--- src/rtl/data_memory_hs.sv ---
// data_memory_hs: handshaked byte-addressed data memory with wait states and fault reporting
// Ports:
//   i_clk, i_rst_n            clock, synchronous active-low reset
//   i_req_valid/o_req_ready   request handshake (ready only in IDLE)
//   i_req_write               1 = store, 0 = load
//   i_req_size                0 byte, 1 half, 2 word, 3 illegal
//   i_req_unsigned            load extension: 1 zero, 0 sign
//   i_req_addr, i_req_wdata   little-endian byte address, store data
//   o_resp_valid              one-cycle completion pulse
//   o_resp_rdata, o_resp_fault extended load data / rejected access
// Config macro: DMEM_ALIGN_CHECK_EN (misaligned half/word accesses fault instead of being forced aligned)
module data_memory_hs #(
  parameter int DEPTH   = 128,
  parameter int ADDR_W  = 32,
  parameter int LATENCY = 0
) (
  input  logic              i_clk,
  input  logic              i_rst_n,
  input  logic              i_req_valid,
  output logic              o_req_ready,
  input  logic              i_req_write,
  input  logic [1:0]        i_req_size,
  input  logic              i_req_unsigned,
  input  logic [ADDR_W-1:0] i_req_addr,
  input  logic [31:0]       i_req_wdata,
  output logic              o_resp_valid,
  output logic [31:0]       o_resp_rdata,
  output logic              o_resp_fault
);
  localparam int IW = $clog2(DEPTH);
  typedef enum logic [1:0] {IDLE, WAIT, RESP} state_t;
  state_t r_state, w_next;
  logic [3:0] r_cnt;
  logic r_write, r_unsigned;
  logic [1:0] r_size;
  logic [ADDR_W-1:0] r_addr;
  logic [31:0] r_wdata;
  logic [3:0][7:0] r_mem [DEPTH];
  logic w_accept, w_enter, w_fault, w_write, w_unsigned;
  logic [1:0] w_size, w_lane;
  logic [ADDR_W-1:0] w_addr;
  logic [IW-1:0] w_idx;
  logic [3:0] w_be;
  logic [31:0] w_wdata, w_wrep, w_word, w_shift, w_load;
  assign o_req_ready  = r_state == IDLE;
  assign o_resp_valid = r_state == RESP;
  assign w_accept     = i_req_valid & o_req_ready;
  assign w_enter      = (w_next == RESP) && (r_state != RESP);
  // With zero latency the RESP entry coincides with acceptance, so use the live request then.
  assign w_write    = o_req_ready ? i_req_write    : r_write;
  assign w_unsigned = o_req_ready ? i_req_unsigned : r_unsigned;
  assign w_size     = o_req_ready ? i_req_size     : r_size;
  assign w_addr     = o_req_ready ? i_req_addr     : r_addr;
  assign w_wdata    = o_req_ready ? i_req_wdata    : r_wdata;
  assign w_idx      = w_addr[IW+1:2];
`ifdef DMEM_ALIGN_CHECK_EN
  logic w_misalign;
  assign w_misalign = (w_size == 2'd1 && w_addr[0]) || (w_size == 2'd2 && w_addr[1:0] != 2'd0);
  assign w_lane     = w_addr[1:0];
  assign w_fault    = w_size == 2'd3 || (w_addr >> (IW + 2)) != '0 || w_misalign;
`else
  // Misaligned half/word accesses are silently forced onto their natural boundary.
  assign w_lane  = w_size == 2'd2 ? 2'd0 : w_size == 2'd1 ? {w_addr[1], 1'b0} : w_addr[1:0];
  assign w_fault = w_size == 2'd3 || (w_addr >> (IW + 2)) != '0;
`endif
  assign w_be    = w_size == 2'd0 ? 4'b0001 << w_lane : w_size == 2'd1 ? (w_lane[1] ? 4'b1100 : 4'b0011) : 4'b1111;
  assign w_wrep  = w_size == 2'd0 ? {4{w_wdata[7:0]}} : w_size == 2'd1 ? {2{w_wdata[15:0]}} : w_wdata;
  assign w_word  = r_mem[w_idx];
  assign w_shift = w_word >> {w_lane, 3'b000};
  assign w_load  = w_size == 2'd0 ? {{24{~w_unsigned & w_shift[7]}}, w_shift[7:0]}
                 : w_size == 2'd1 ? {{16{~w_unsigned & w_shift[15]}}, w_shift[15:0]} : w_word;
  always_comb begin
    w_next = IDLE;
    if (r_state == IDLE) w_next = w_accept ? (LATENCY == 0 ? RESP : WAIT) : IDLE;
    else if (r_state == WAIT) w_next = r_cnt == 4'd0 ? RESP : WAIT;
  end
  always_ff @(posedge i_clk) begin
    if (!i_rst_n) begin
      r_state      <= IDLE;
      r_cnt        <= 4'd0;
      o_resp_rdata <= 32'd0;
      o_resp_fault <= 1'b0;
    end else begin
      r_state <= w_next;
      if (w_accept) begin
        r_write    <= i_req_write;
        r_unsigned <= i_req_unsigned;
        r_size     <= i_req_size;
        r_addr     <= i_req_addr;
        r_wdata    <= i_req_wdata;
        r_cnt      <= 4'(LATENCY > 0 ? LATENCY - 1 : 0);
      end else if (r_state == WAIT && r_cnt != 4'd0) begin
        r_cnt <= r_cnt - 4'd1;
      end
      if (w_enter) begin
        o_resp_rdata <= (w_write || w_fault) ? 32'd0 : w_load;
        o_resp_fault <= w_fault;
      end
    end
  end
  // Reset gates the commit so an access aborted on the RESP-entry edge leaves memory untouched.
  always_ff @(posedge i_clk) begin
    if (i_rst_n && w_enter && w_write && !w_fault)
      for (int i = 0; i < 4; i++)
        if (w_be[i]) r_mem[w_idx][i] <= w_wrep[8*i+:8];
  end
endmodule

--- config.mk ---
export PLATFORM = sky130hd
export DESIGN_NAME = data_memory_hs
export DESIGN_NICKNAME = d
export VERILOG_FILES = /design/src/rtl/data_memory_hs.sv
export SDC_FILE = /design/constraint.sdc
export NUM_CORES = 2
export LEC_CHECK = 0
export BUFFER_PORTS_ARGS = -buffer_cell sky130_fd_sc_hd__buf_2
export CORE_ASPECT_RATIO = 0.7
export CORE_MARGIN = 10
export CORE_UTILIZATION = 57
export CTS_CLUSTER_DIAMETER = 120
export CTS_CLUSTER_SIZE = 30
export DETAILED_ROUTE_END_ITERATION = 16
export PLACE_DENSITY_LB_ADDON = 0.12
export SLEW_MARGIN = 20
export SYNTH_ARGS = -nofsm -noshare
export SYNTH_HDL_FRONTEND = slang
export SYNTH_SLANG_ARGS = --single-unit
--- constraint.sdc ---
create_clock -name i_clk -period 6.6 [get_ports i_clk]
set_input_delay 0.33 -clock i_clk [delete_from_list [all_inputs] [get_ports i_clk]]
set_output_delay 0.33 -clock i_clk [all_outputs]
set_load 0.05 [all_outputs]
Word level (Yosys, flattened, before mapping)
Memories as Yosys holds them, arrays and structs flattened.
Index checks and enable logic that the tools add are counted.

storage, ports and cells
  RAM bits = 4096
  flip-flop bits (word level) = 107
  input bits = 71
  memories = 1
  output and inout bits = 35
  logic and storage cells = 71

operators by class
  reduce and logical (&&, ||, !) cells = 15
  equal/unequal tests = 7
  add/subtract/negate cells = 1
  multiplexer cells = 31
  shifts and indexed selects = 2
  bitwise gates (word level) = 5

memories
  memory  words  bits a word  rd ports  clocked after Yosys merged registers in  wr ports  line  RTL
  r_mem   128    32           1         0                                        1         38    logic [3:0][7:0] r_mem [DEPTH];

operators by type and width
  cell                                                                   count
  32-bit two-way mux                                                     7
  32-bit nonzero test                                                    1
  32-bit by 5-bit >> shifter with 16-bit output                          1
  1-bit two-way mux                                                      15
  2-bit two-way mux                                                      6
  4-bit two-way mux                                                      3
  2-bit equality test, second input constant                             4
  1-bit logical AND                                                      5
  2-bit by 1-bit equality test with 1-bit output, second input constant  2
  2-bit zero test                                                        2
  4-bit zero test                                                        1
  4-bit nonzero test                                                     1
  1-bit by 2-bit left shift with 4-bit output, first input constant      1
  4-bit by 1-bit subtractor with 4-bit output, second input constant     1
  1-bit AND                                                              3
  1-bit logical OR                                                       2
  2-bit != test, second input constant                                   1
  1-bit inverter                                                         2
  2-bit AND reduction                                                    1
  2-bit OR reduction                                                     1
  1-bit zero test                                                        1

Longest topological paths before layout
  depth after elaboration = 11
  gate-level depth with buffers = 19
  gate-level depth less buffers = 12

Worst setup path before layout
Ideal clock, no wire load.

  path kind = register to register
  start = register r_state[0]
  end = memory r_mem[0][24] (netlist bit), data pin
  stages on the path, launching flop included = 12
  arrival time = 6.563 ns
  library setup time = 0.968 ns
  path buffers = 7
  clock period less this slack = 7.530 ns
  data required time = 5.632 ns
  path slack = -0.930 ns
  path through = dfxtp_1 -> buf_6 -> or2_2 -> inv_2 -> buf_4 -> buf_4 -> buf_2 -> buf_2 -> buf_1 -> clkbuf_1 -> nand2_1 -> a31oi_1

on the way
  longest elaborated chain between the ends = 5

ends and longest elaborated chain
  element                                         line  RTL
  from (decl)                                     32    state_t r_state, w_next;
  from (signal assigned)                          84    r_state <= w_next;
  2-bit zero test (*)                             45    assign o_req_ready = r_state == IDLE;
  net o_req_ready                                 20    output logic o_req_ready,
  2-bit two-way mux                               52    assign w_size = o_req_ready ? i_req_size : r_size;
  2-bit by 1-bit equality test with 1-bit output  67    assign w_wrep = w_size == 2'd0 ? {4{w_wdata[7:0]}} : w_size == 2'd1 ? {2{w_wdata[15:0]}} : w_wdata;
  32-bit two-way mux                              67
  32-bit two-way mux (*)                          67
  net w_wrep[24]                                  44    logic [31:0] w_wdata, w_wrep, w_word, w_shift, w_load;
  to (decl)                                       38

Mark *: on every way through the listed nets, which the timed path passes. The rest lies on a longest branch.

Final worst setup path
  start = register r_state[1]
  end = register o_resp_rdata[13]

on the way
  longest elaborated chain between the ends = 9

ends and longest elaborated chain
  element                                                                           line  RTL
  parallel branches: the longest is 9 deep, another holds memory read 128 x 32 bit  -
  to (signal assigned)                                                              96    o_resp_rdata <= (w_write || w_fault) ? 32'd0 : w_load;
  to (decl)                                                                         27    output logic [31:0] o_resp_rdata,

Several ways; the timed one is not identified.
A chain may end at the register's enable or synchronous reset.

==> results_dict.tcl <==
set metrics [dict create \
    h-tree-depth 4 \
    dr.pass1.iters 7 \
    remaining_drc_errors 0 \
    wl_per_cell_um 35.8 \
    timing.rr.start "r_state[1]$_SDFF_PN0_" \
    crit_buf_inv 5 \
    synthCells 10100 \
    crit_required_ns 7.43 \
    hold_end "r_addr[28]$_DFFE_PP_" \
    vias_per_cell 7.18 \
    worstMarginPinSlew_ns 1.24 \
    start_kind "flop" \
    whs_path_depth 2 \
    rrSetupSlack_ns 0.10 \
    seqCellArea_um2 126000 \
    syn-cell-area_um2 159000 \
    ys_top_cells_by_count "4164 x edfxtp_1, 1471 x o22ai_1, 1200 x nor3_1, 588 x nand2_1, 334 x buf_2" \
    cts_root_buf "clkbuf_16" \
    synth_top_cell_area_share_pct 78.9 \
    finalHoldViolations 0 \
    worst_ep_arrival_time_ns 7.33 \
    timing.rr.end "o_resp_rdata[13]$_SDFFE_PN0N_" \
    start_util_pct 57.4 \
    ys_ff_latch 4203 \
    cts_resized 0 \
    relSlewSlack_pct 16.3 \
    setup_violations 0 \
    syn_nets 10200 \
    worstSkewPairLatency_ns 0.96 \
    rsz0062_at_grt "false" \
    ys_async_sr_fraction_pct 0 \
    fin_skew_ns 0.0715 \
    antenna_left 0 \
    die_w_um 650 \
    crit_chain "or2_2 -> buf_4 -> mux2_8 -> buf_12 -> buf_4 -> buf_4 -> nor2_1 -> nor3_1 -> o221ai_1 -> a22oi_1 -> nand4_1 -> nor4_1 -> buf_4 -> or2_2 -> o311ai_1 -> a311oi_1" \
    synth_top_area_cell "edfxtp_1" \
    yosys_warnings 0 \
    num_io_pins 106 \
    final_nets 10400 \
    min_path_type "input port to flop" \
    grt.total_usage_pct 32.5 \
    use_met3_pct 10.1 \
    multi_input_area_um2 30100 \
    tritoncts "built" \
    finalCriticalPeriod_ns 6.50 \
    grt_remaining_overflow 0 \
    yosysUniqueCellTypes 75 \
    grt_pass1_wl_um 709000 \
    numPortBuffers 105 \
    fin_tns_setup_ns 0 \
    synth-main-ff-cell "edfxtp_1" \
    antenna_found_initial 21 \
    synth_edf_count 4164 \
    grt_pass1_vias 94400 \
    max_stage_delay_ns 1.08 \
    synth_area_leaders "edfxtp_1 79%, o22ai_1 5.8%, nor3_1 3.8%, nand2_1 1.4%, buf_2 1.1%" \
    rows 161 \
    clk_path_buf_depth 4 \
    period_share_pct 98.5 \
    fill_cells 19700 \
    status "completed" \
    synth.most_common_cell "edfxtp_1" \
    cts_buffers 166 \
    worstPathMaxFanout 64 \
    fmax_ghz 0.154 \
    crit_slowest_cell "nor4_1" \
    power.density_nw_per_um2 272 \
    syn_avg_cell_area_um2 15.7 \
    cp-end-kind "flop" \
    clk_pin_slew_ns 0.12 \
    finalWirelength_um 503000 \
    r2r_cells 16 \
    cts.sinks 4203 \
    grt_max_degree 130 \
    fin_util_pct 62.7 \
    gr-usage-met1_pct 47.9 \
    min_from "i_req_addr[28]" \
    irDropWorstVdd_v 0.000217 \
    crit_type "flop to flop" \
    gp_congestion 0.918 \
    cp_common_cell "buf_4" \
    core_area_um2 276000 \
    busiest_layer "met1" \
    area_growth_pct 9.13 \
    dp_hpwl_um 310000 \
    drv_slew 0 \
    drive_gt1_share_pct 11.7 \
    critical_path.startpoint "r_state[1]$_SDFF_PN0_" \
    crit_family "simple AND/OR/NAND/NOR gates" \
    die_area_um2 300000 \
    leakagePower_nw 52.6 \
    die_h_um 461 \
    drv_cap 0 \
    ys_seq_area_share_pct 79.4 \
    grt_use_met2_pct 46.0 \
    vias 101000 \
    drtIter0Drc 17300 \
]
## registers in the layout (all words and copies together), names as in the netlist
register	count
r_unsigned	1
r_state	2
r_cnt	4
r_write	1
r_addr	32
r_mem	4096
o_resp_rdata	32
r_size	2
r_wdata	32
o_resp_fault	1
## routing by layer
metal	routed length [µm]	vias up
li1	-	41300
met1	194000	50800
met2	214000	7925
met3	75500	962
met4	20400	20
met5	126	-
## worst reg2reg max path, delay by kind of cell (launching register included)
kind | cells | cell delay, ns
mux | 1 | 0.76
buf+inv | 5 | 1.65
simple gates | 6 | 2.11
compound gates | 4 | 1.20
flops | 1 | 0.69
## cells in the final DEF, fill, tap and decap left out, drive strengths merged, types with 141 or more instances in the layout
cell,synthesis,final
edfxtp,4164,4164
nor3,1200,1200
nand2,590,590
o22ai,1471,1471
clkbuf,324,199
buf,497,857
nand3,141,141
a21oi,205,205
nor2,246,246
o21ai,241,241
## stage by stage
step / cell area (µm²) / hold WS [ns] / worst slack [ns] / std cells / total power, mW
2_1_floorplan: 159000 / 0.429 / -0.504 / 10100 / 32.8
3_3_place_gp: 167000 / 0.464 / 0.175 / 13800 / 34.8
3_5_place_dp: 168000 / 0.476 / 0.455 / 13800 / 34.9
4_1_cts: 173000 / 0.0801 / 0.432 / 14100 / 46.9
5_1_grt: 173000 / 0.122 / 0.0940 / 14100 / 48.1
6_report: 173000 / 0.125 / 0.101 / 14100 / 47.0
## worst max path at each step
stage               slack [ns]                             to  cells past startpoint
global route              0.09  o_resp_rdata[13]$_SDFFE_PN0N_                     16
detailed placement        0.46  o_resp_rdata[13]$_SDFFE_PN0N_                     16
floorplan                -0.50         r_mem[0][10]$_DFFE_PP_                     11
finish                    0.10  o_resp_rdata[13]$_SDFFE_PN0N_                     16
global placement          0.18  o_resp_rdata[28]$_SDFFE_PN0N_                     15
CTS                       0.43  o_resp_rdata[13]$_SDFFE_PN0N_                     16
## area by class of cell
| type | instances | share of cell area [%] |
|---|---|---|
| clock inverters | 3 | 0.0239 |
| well taps | 3667 | 2.65 |
| flip-flops and latches | 4203 | 72.7 |
| multi-input cells | 5052 | 17.4 |
| clock buffers | 199 | 2.53 |
| inverters | 18 | 0.0535 |
| diodes | 4 | 0.00579 |
| repair buffers | 927 | 4.61 |
## report_power, final
group	total [mW]	switching [mW]	internal [mW]
Clock	12.5	7.77	4.77
Sequential	29.8	0.0113	29.8
Combinational	4.67	3.56	1.11
Total	47.0	11.3	35.7
## repair_timing
item                                   in CTS  in global routing
endpoints found under the hold margin      86                  0
hold buffers                               70                  0
setup endpoints to repair                   0                  0
setup buffers                               0                  0
## kinds of logic (layout without fill, tap and decap cells)
| kind of cell | Yosys count | count (layout) | synth area share, % |
|---|---|---|---|
| xor+xnor | 3 | 3 | 0.0166 |
| flops | 4203 | 4203 | 79.4 |
| fa+ha+maj | 1 | 1 | 0.00789 |
| other cells | 0 | 4 | 0 |
| mux | 116 | 116 | 0.736 |
| buf+inv | 839 | 1147 | 2.37 |
| compound gates | 2506 | 2506 | 10.3 |
| simple gates | 2426 | 2426 | 7.23 |
(Power assumes the default switching activity.)
